==> src/rtl/mem_trans_gen.sv <==
// Test-traffic generator for the memory checker: expands the latched
// test configuration into a valid/ready stream of trans_struct_t packets.
package settings_pkg;
  localparam int ADDR_W      = 32;
  localparam int ADDR_B_W    = 4;
  localparam int AMM_BURST_W = 11;

  typedef enum logic [1:0] {
    TEST_NONE       = 2'b00,
    WRITE_ONLY      = 2'b01,
    READ_ONLY       = 2'b10,
    WRITE_AND_CHECK = 2'b11
  } test_mode_t;

  typedef enum logic [2:0] {
    FIX_ADDR   = 3'b000,
    INC_ADDR   = 3'b001,
    RUN_1_ADDR = 3'b010,
    RUN_0_ADDR = 3'b011,
    RND_ADDR   = 3'b100
  } addr_mode_t;

  typedef struct packed {
    logic                pkt_type;
    logic [ADDR_W-1:0]   word_addr;
    logic [ADDR_B_W:0]   low_burst_bits;
    logic [ADDR_B_W-1:0] start_offset;
    logic [ADDR_B_W-1:0] end_offset;
  } trans_struct_t;
endpackage

module mem_trans_gen #(
  parameter int ADDR_W   = settings_pkg::ADDR_W,
  parameter int ADDR_B_W = settings_pkg::ADDR_B_W,
  parameter int CNT_W    = 32
) (
  input  logic                  clk_i,
  input  logic                  rst_n_i,
  input  logic                  start_i,
  input  logic [1:0]            test_mode_i,
  input  logic [2:0]            addr_mode_i,
  input  logic [ADDR_W-1:0]     fix_addr_i,
  input  logic [31:0]           rnd_seed_i,
  input  logic [CNT_W-1:0]      trans_amount_i,
  input  logic [settings_pkg::AMM_BURST_W+ADDR_B_W-1:0] bytes_count_i,
  input  logic [ADDR_B_W-1:0]   start_offset_i,
  output logic [ADDR_W+3*ADDR_B_W+1:0] trans_o,
  output logic                  trans_valid_o,
  input  logic                  trans_ready_i,
  output logic                  busy_o,
  output logic                  done_o
);

  localparam int BC_W   = settings_pkg::AMM_BURST_W + ADDR_B_W;
  localparam int SUM_W  = BC_W + 1;
  localparam int WALK_W = $clog2(ADDR_W);
  localparam logic [31:0] LFSR_MASK = 32'h8020_0003;

  typedef enum logic [1:0] {
    S_IDLE,
    S_GEN_WR,
    S_GEN_RD,
    S_DONE
  } state_t;

  state_t r_state;
  state_t w_next;

  logic [1:0]          r_test;
  logic [2:0]          r_amode;
  logic [ADDR_W-1:0]   r_base;
  logic [ADDR_W-1:0]   r_inc;
  logic [31:0]         r_lfsr;
  logic [CNT_W-1:0]    r_left;
  logic [WALK_W-1:0]   r_walk;
  logic [ADDR_B_W-1:0] r_soff;
  logic [ADDR_B_W:0]   r_lbb;

  logic [SUM_W-1:0]    w_sum;
  logic [31:0]         w_seed;
  logic [31:0]         w_lfsr_nxt;
  logic [ADDR_W-1:0]   w_one_hot;
  logic [ADDR_W-1:0]   w_addr;
  logic                w_start;
  logic                w_empty;
  logic                w_valid;
  logic                w_xfer;
  logic                w_wac;
  logic                w_adv;
  logic                w_last;
  logic                w_unused;

  // Last byte position; bit ADDR_B_W is the carry into the next word.
  assign w_sum = SUM_W'(start_offset_i)
               + SUM_W'(bytes_count_i)
               - SUM_W'(1);
  assign w_unused = ^w_sum[SUM_W-1:ADDR_B_W+1];

  assign w_seed = (rnd_seed_i == '0) ? 32'd1 : rnd_seed_i;
  assign w_lfsr_nxt = {1'b0, r_lfsr[31:1]}
                    ^ (r_lfsr[0] ? LFSR_MASK : '0);

  assign w_start = start_i && (r_state == S_IDLE);
  assign w_empty = (trans_amount_i == '0)
                || (test_mode_i == settings_pkg::TEST_NONE);
  assign w_valid = (r_state == S_GEN_WR) || (r_state == S_GEN_RD);
  assign w_xfer  = w_valid && trans_ready_i;
  assign w_wac   = (r_test == settings_pkg::WRITE_AND_CHECK);
  assign w_last  = (r_left == CNT_W'(1));

  // In write-and-check the address is held until its read goes out.
  assign w_adv = w_xfer && !((r_state == S_GEN_WR) && w_wac);

  always_ff @(posedge clk_i or negedge rst_n_i) begin
    if (!rst_n_i) begin
      r_state <= S_IDLE;
    end else begin
      r_state <= w_next;
    end
  end

  always_comb begin
    w_next = r_state;
    unique case (r_state)
      S_IDLE: begin
        if (start_i) begin
          if (w_empty) begin
            w_next = S_DONE;
          end else if (test_mode_i == settings_pkg::READ_ONLY) begin
            w_next = S_GEN_RD;
          end else begin
            w_next = S_GEN_WR;
          end
        end
      end
      S_GEN_WR: begin
        if (w_xfer) begin
          if (w_wac) begin
            w_next = S_GEN_RD;
          end else if (w_last) begin
            w_next = S_DONE;
          end
        end
      end
      S_GEN_RD: begin
        if (w_xfer) begin
          if (w_last) begin
            w_next = S_DONE;
          end else if (w_wac) begin
            w_next = S_GEN_WR;
          end
        end
      end
      S_DONE: w_next = S_IDLE;
      default: w_next = S_IDLE;
    endcase
  end

  always_ff @(posedge clk_i or negedge rst_n_i) begin
    if (!rst_n_i) begin
      r_test  <= '0;
      r_amode <= '0;
      r_base  <= '0;
      r_inc   <= '0;
      r_lfsr  <= 32'd1;
      r_left  <= '0;
      r_walk  <= '0;
      r_soff  <= '0;
      r_lbb   <= '0;
    end else if (w_start) begin
      r_test  <= test_mode_i;
      r_amode <= addr_mode_i;
      r_base  <= fix_addr_i;
      r_inc   <= fix_addr_i;
      r_lfsr  <= w_seed;
      r_left  <= trans_amount_i;
      r_walk  <= '0;
      r_soff  <= start_offset_i;
      r_lbb   <= w_sum[ADDR_B_W:0];
    end else if (w_adv) begin
      r_left <= r_left - CNT_W'(1);
      r_inc  <= r_inc + ADDR_W'(1);
      r_lfsr <= w_lfsr_nxt;
      if (r_walk == WALK_W'(ADDR_W - 1)) begin
        r_walk <= '0;
      end else begin
        r_walk <= r_walk + WALK_W'(1);
      end
    end
  end

  // Reserved mode codes fall through to the fixed address.
  always_comb begin
    w_one_hot = ADDR_W'(1) << r_walk;
    unique case (1'b1)
      (r_amode == settings_pkg::INC_ADDR):   w_addr = r_inc;
      (r_amode == settings_pkg::RUN_1_ADDR): w_addr = w_one_hot;
      (r_amode == settings_pkg::RUN_0_ADDR): w_addr = ~w_one_hot;
      (r_amode == settings_pkg::RND_ADDR):   w_addr = r_lfsr[ADDR_W-1:0];
      default:                               w_addr = r_base;
    endcase
  end

  always_comb begin
    trans_valid_o = 1'b0;
    trans_o       = '0;
    busy_o        = (r_state != S_IDLE);
    done_o        = (r_state == S_DONE);
    if (w_valid) begin
      trans_valid_o = 1'b1;
      trans_o = {(r_state == S_GEN_WR), w_addr, r_lbb,
                 r_soff, r_lbb[ADDR_B_W-1:0]};
    end
  end

endmodule

==> config.mk <==
export PLATFORM = sky130hd
export DESIGN_NAME = mem_trans_gen
export DESIGN_NICKNAME = d
export VERILOG_FILES = /design/src/rtl/mem_trans_gen.sv
export SDC_FILE = /design/constraint.sdc
export NUM_CORES = 1
export LEC_CHECK = 0
export CELL_PAD_IN_SITES_DETAIL_PLACEMENT = 0
export CELL_PAD_IN_SITES_GLOBAL_PLACEMENT = 2
export CORE_UTILIZATION = 34
export DETAILED_ROUTE_END_ITERATION = 8
export PLACE_DENSITY = 0.86
export SLEW_MARGIN = 40
export SYNTH_ARGS = -nofsm -noshare
export SYNTH_HDL_FRONTEND = slang
export SYNTH_SLANG_ARGS = --single-unit
==> constraint.sdc <==
create_clock -name clk_i -period 5.1 [get_ports clk_i]
set_input_delay 0.765 -clock clk_i [delete_from_list [all_inputs] [get_ports clk_i]]
set_output_delay 0.765 -clock clk_i [all_outputs]
set_load 0.005 [all_outputs]
==> impl_metrics.json <==
{
  "antenna_left": 0,
  "m1WireLength_microns": 13300,
  "fill_cells": 2811,
  "max_freq_mhz": 249,
  "cts.clk_slew.worst_paths_ns": 0.07,
  "drv_slew": 0,
  "initial_core_util": 0.345,
  "routed-wl-met3_microns": 1540,
  "p_leak_nw": 4.93,
  "yosys.area.top_type": "dfrtp_1",
  "grt_overflow": 0,
  "synth.avg_cell_area_sq_um": 8.04,
  "rsz0062_at_grt": "no",
  "synth_edf_count": 0,
  "num_rows": 61,
  "yosys-top-cells-area": "dfrtp_1 (39%), nand2_1 (11%), o21ai_0 (5.2%)",
  "syn-cell-area_sq_um": 9560,
  "avgViaCountPerCell": 5.19,
  "core_area_sq_um": 27700,
  "cp.required_ns": 4.34,
  "grt_pass1_wl_microns": 47000,
  "setup_tns_ns": 0,
  "synth.area.mux_share": 0.0387,
  "status": "finished clean",
  "yosysWarnings": 0,
  "synth_fa_ha_area_frac": 0.0309,
  "synth_compound_area_frac": 0.142,
  "seqPwrFrac": 0.314,
  "hold_class": "primary input to async pin",
  "dr_wl_met2_microns": 14200,
  "pwr_density_cell_nw_per_um2": 616,
  "synth_fp_nets": 1336,
  "antenna_found_initial": 3,
  "drtIter0Drc": 533,
  "sw_frac_of_total": 0.433,
  "synthXorXnorAreaFrac": 0.0879,
  "portBuffers": 162,
  "cp_data_arrival_time_ns": 3.25,
  "drt-pass1-iter-count": 5,
  "syn_inst": 1189,
  "setup_viol": 0,
  "yosys.area.top_type_share": 0.387,
  "p_comb_frac": 0.508,
  "hold_buffers": 0,
  "power_frac_clock": 0.177,
  "synth.distinct_cells": 47,
  "worstSetupPathType": "flip-flop to primary output",
  "cts.sinks": 149,
  "fin_crit_sh": 0.788,
  "startpoint_type": "flip-flop",
  "die_height_microns": 170,
  "max-slew-margin-rel": 0.440,
  "switching_power_w": 0.00324,
  "place_congestion": 0.784,
  "cts_setup_buffers": 0,
  "end_kind": "primary output",
  "dieArea_sq_um": 28800,
  "cts_buffers": 17,
  "grt_usage": 0.211,
  "drt-total-wl_microns": 29700,
  "p_int_w": 0.00425,
  "path_max_fanout": 35,
  "synthFlopType": "dfrtp_1",
  "final_net_count": 1445,
  "drc": 0,
  "grt_pass1_vias": 8592,
  "drive_gt1_frac": 0.0580,
  "synthArstFlopShare": 1.00,
  "ctsRootBufferMaster": "clkbuf_16",
  "cts_tree": "done",
  "max-cap-violations": 0,
  "clk_latency_ns": 0.43,
  "pin_count": 173,
  "top_layer_used": "met4",
  "seq_area_frac_synth": 0.390,
  "syn2layout_area_growth_pct": 27.2,
  "clock_path_buffers": 2,
  "worst_pin_slew_ns": 0.833,
  "cts_repair_resize_count": 0,
  "finalHoldViolCount": 0,
  "synth-simple-area-share": 0.262,
  "dieWidth_microns": 170,
  "skew_ns": 0.0106,
  "htreeDepth": 4,
  "peakVddDrop_uv": 240,
  "grt_max_degree": 98,
  "synth_top_family_by_area": "simple AND/OR/NAND/NOR gates",
  "dp.final_hpwl_microns": 20900,
  "ys_seq_elements": 149,
  "wl_per_cell_microns": 17.6,
  "fin_crit_ns": 4.02,
  "utilization": 0.439,
  "via_count": 8780
}
power by group through the flow:
stage          registers [W]  logic [W]  clock network, W
3_3_place_gp         0.00235    0.00376                 0
6_report             0.00235    0.00381           0.00133
2_1_floorplan        0.00212    0.00248                 0
5_1_grt              0.00243    0.00425           0.00141
4_1_cts              0.00235    0.00385           0.00136
3_5_place_dp         0.00236    0.00383                 0
registers in the layout, indices dropped and copies added, names as in the netlist:
signal,count
r_base,32
r_amode,3
r_inc,32
r_left,32
r_state,2
r_test,2
r_walk,5
r_lfsr,32
r_soff,4
r_lbb,5
final timing paths:
| check | start | to | slack, ns | cells after the start |
|---|---|---|---|---|
| worst max-delay path | r_amode[0] | trans_o[36] | 1.08 | 6 |
| worst min-delay path | rst_n_i | r_lfsr[12] | 0.22 | 1 |
| worst max register to register | r_state[0] | r_inc[30] | 2.17 | 7 |
| worst min register to register | r_lbb[1] | r_lbb[1] | 0.47 | 2 |
| max in group asynchronous | rst_n_i | r_amode[1] | 3.78 | 3 |
| min in group clk_i | r_lbb[1] | r_lbb[1] | 0.47 | 2 |
area by class of cell:
| class | instances | area [sq um] | area share |
|---|---|---|---|
| timing repair buffer | 179 | 1800 | 0.148 |
| sequential | 149 | 3740 | 0.307 |
| clock buffer | 17 | 425 | 0.0350 |
| inverter | 29 | 109 | 0.00895 |
| clock inverter | 15 | 184 | 0.0151 |
| tap | 378 | 473 | 0.0389 |
| antenna | 2 | 5.00 | 0.000412 |
| multi-input combinational | 922 | 5430 | 0.447 |
worst max-delay path, stage by stage, from the launching register on:
cell and delay, ns:
dfrtp_4 0.67, nor2_2 0.65, buf_4 0.36, mux2_2 0.18
nand2_1 0.04, a21oi_1 0.32, clkdlybuf4s50_1 0.58
logic make-up (layout without fill, tap and decap cells):
group | after synthesis | in the layout
AND/OR/NAND/NOR | 547 | 547
buffers and inverters | 118 | 240
flip-flops | 149 | 149
adder cells (fa/ha/maj) | 23 | 23
XOR/XNOR | 96 | 96
other | 0 | 2
AO/OA/AOI/OAI | 220 | 220
multiplexers | 36 | 36
routing by layer:
layer,track usage,vias up
met5,0,-
met4,0.0658,0
met3,0.0420,28
met2,0.347,206
met1,0.277,4214
li1,-,4332
cell usage in the layout, fill, tap and decap left out, drive strengths merged, types with 3 or more instances in the layout:
cell type	n
nand2	271
clkdlybuf4s50	161
dfrtp	148
o21ai	99
nor2	99
xor2	50
xnor2	46
inv	37
a31oi	35
nand3	35
nor4	32
a211oi	30
mux2i	28
nand4	24
a311oi	23
ha	22
a21oi	18
buf	18
clkbuf	17
nor3	15
and2	14
and3	13
nor2b	10
a211o	8
mux2	8
nand2b	5
or3	5
or4	5
nand4b	4
and4	4
clkinvlp	4
nor4b	4
nand3b	3
stage by stage:
step	hold slack, ns	total power, W	cell area (sq um)	std cells	setup WS [ns]
3_3_place_gp	0.454	0.00612	11400	1653	1.57
4_1_cts	0.393	0.00755	12100	1688	1.12
5_1_grt	0.219	0.00810	12200	1689	0.902
2_1_floorplan	0.438	0.00460	9560	1189	2.54
3_5_place_dp	0.460	0.00619	11500	1656	1.58
6_report	0.216	0.00749	12200	1691	1.08
synthesized netlist by cell type, types with 28 or more instances:
library cell  count
a211oi_1         30
a31oi_1          35
clkbuf_1         76
dfrtp_1         148
inv_1            28
mux2i_1          28
nand2_1         271
nand3_1          34
nor2_1           99
nor4_1           31
o21ai_0          99
xnor2_1          46
xor2_1           50
No activity file was read; power rests on OpenSTA's default activity.
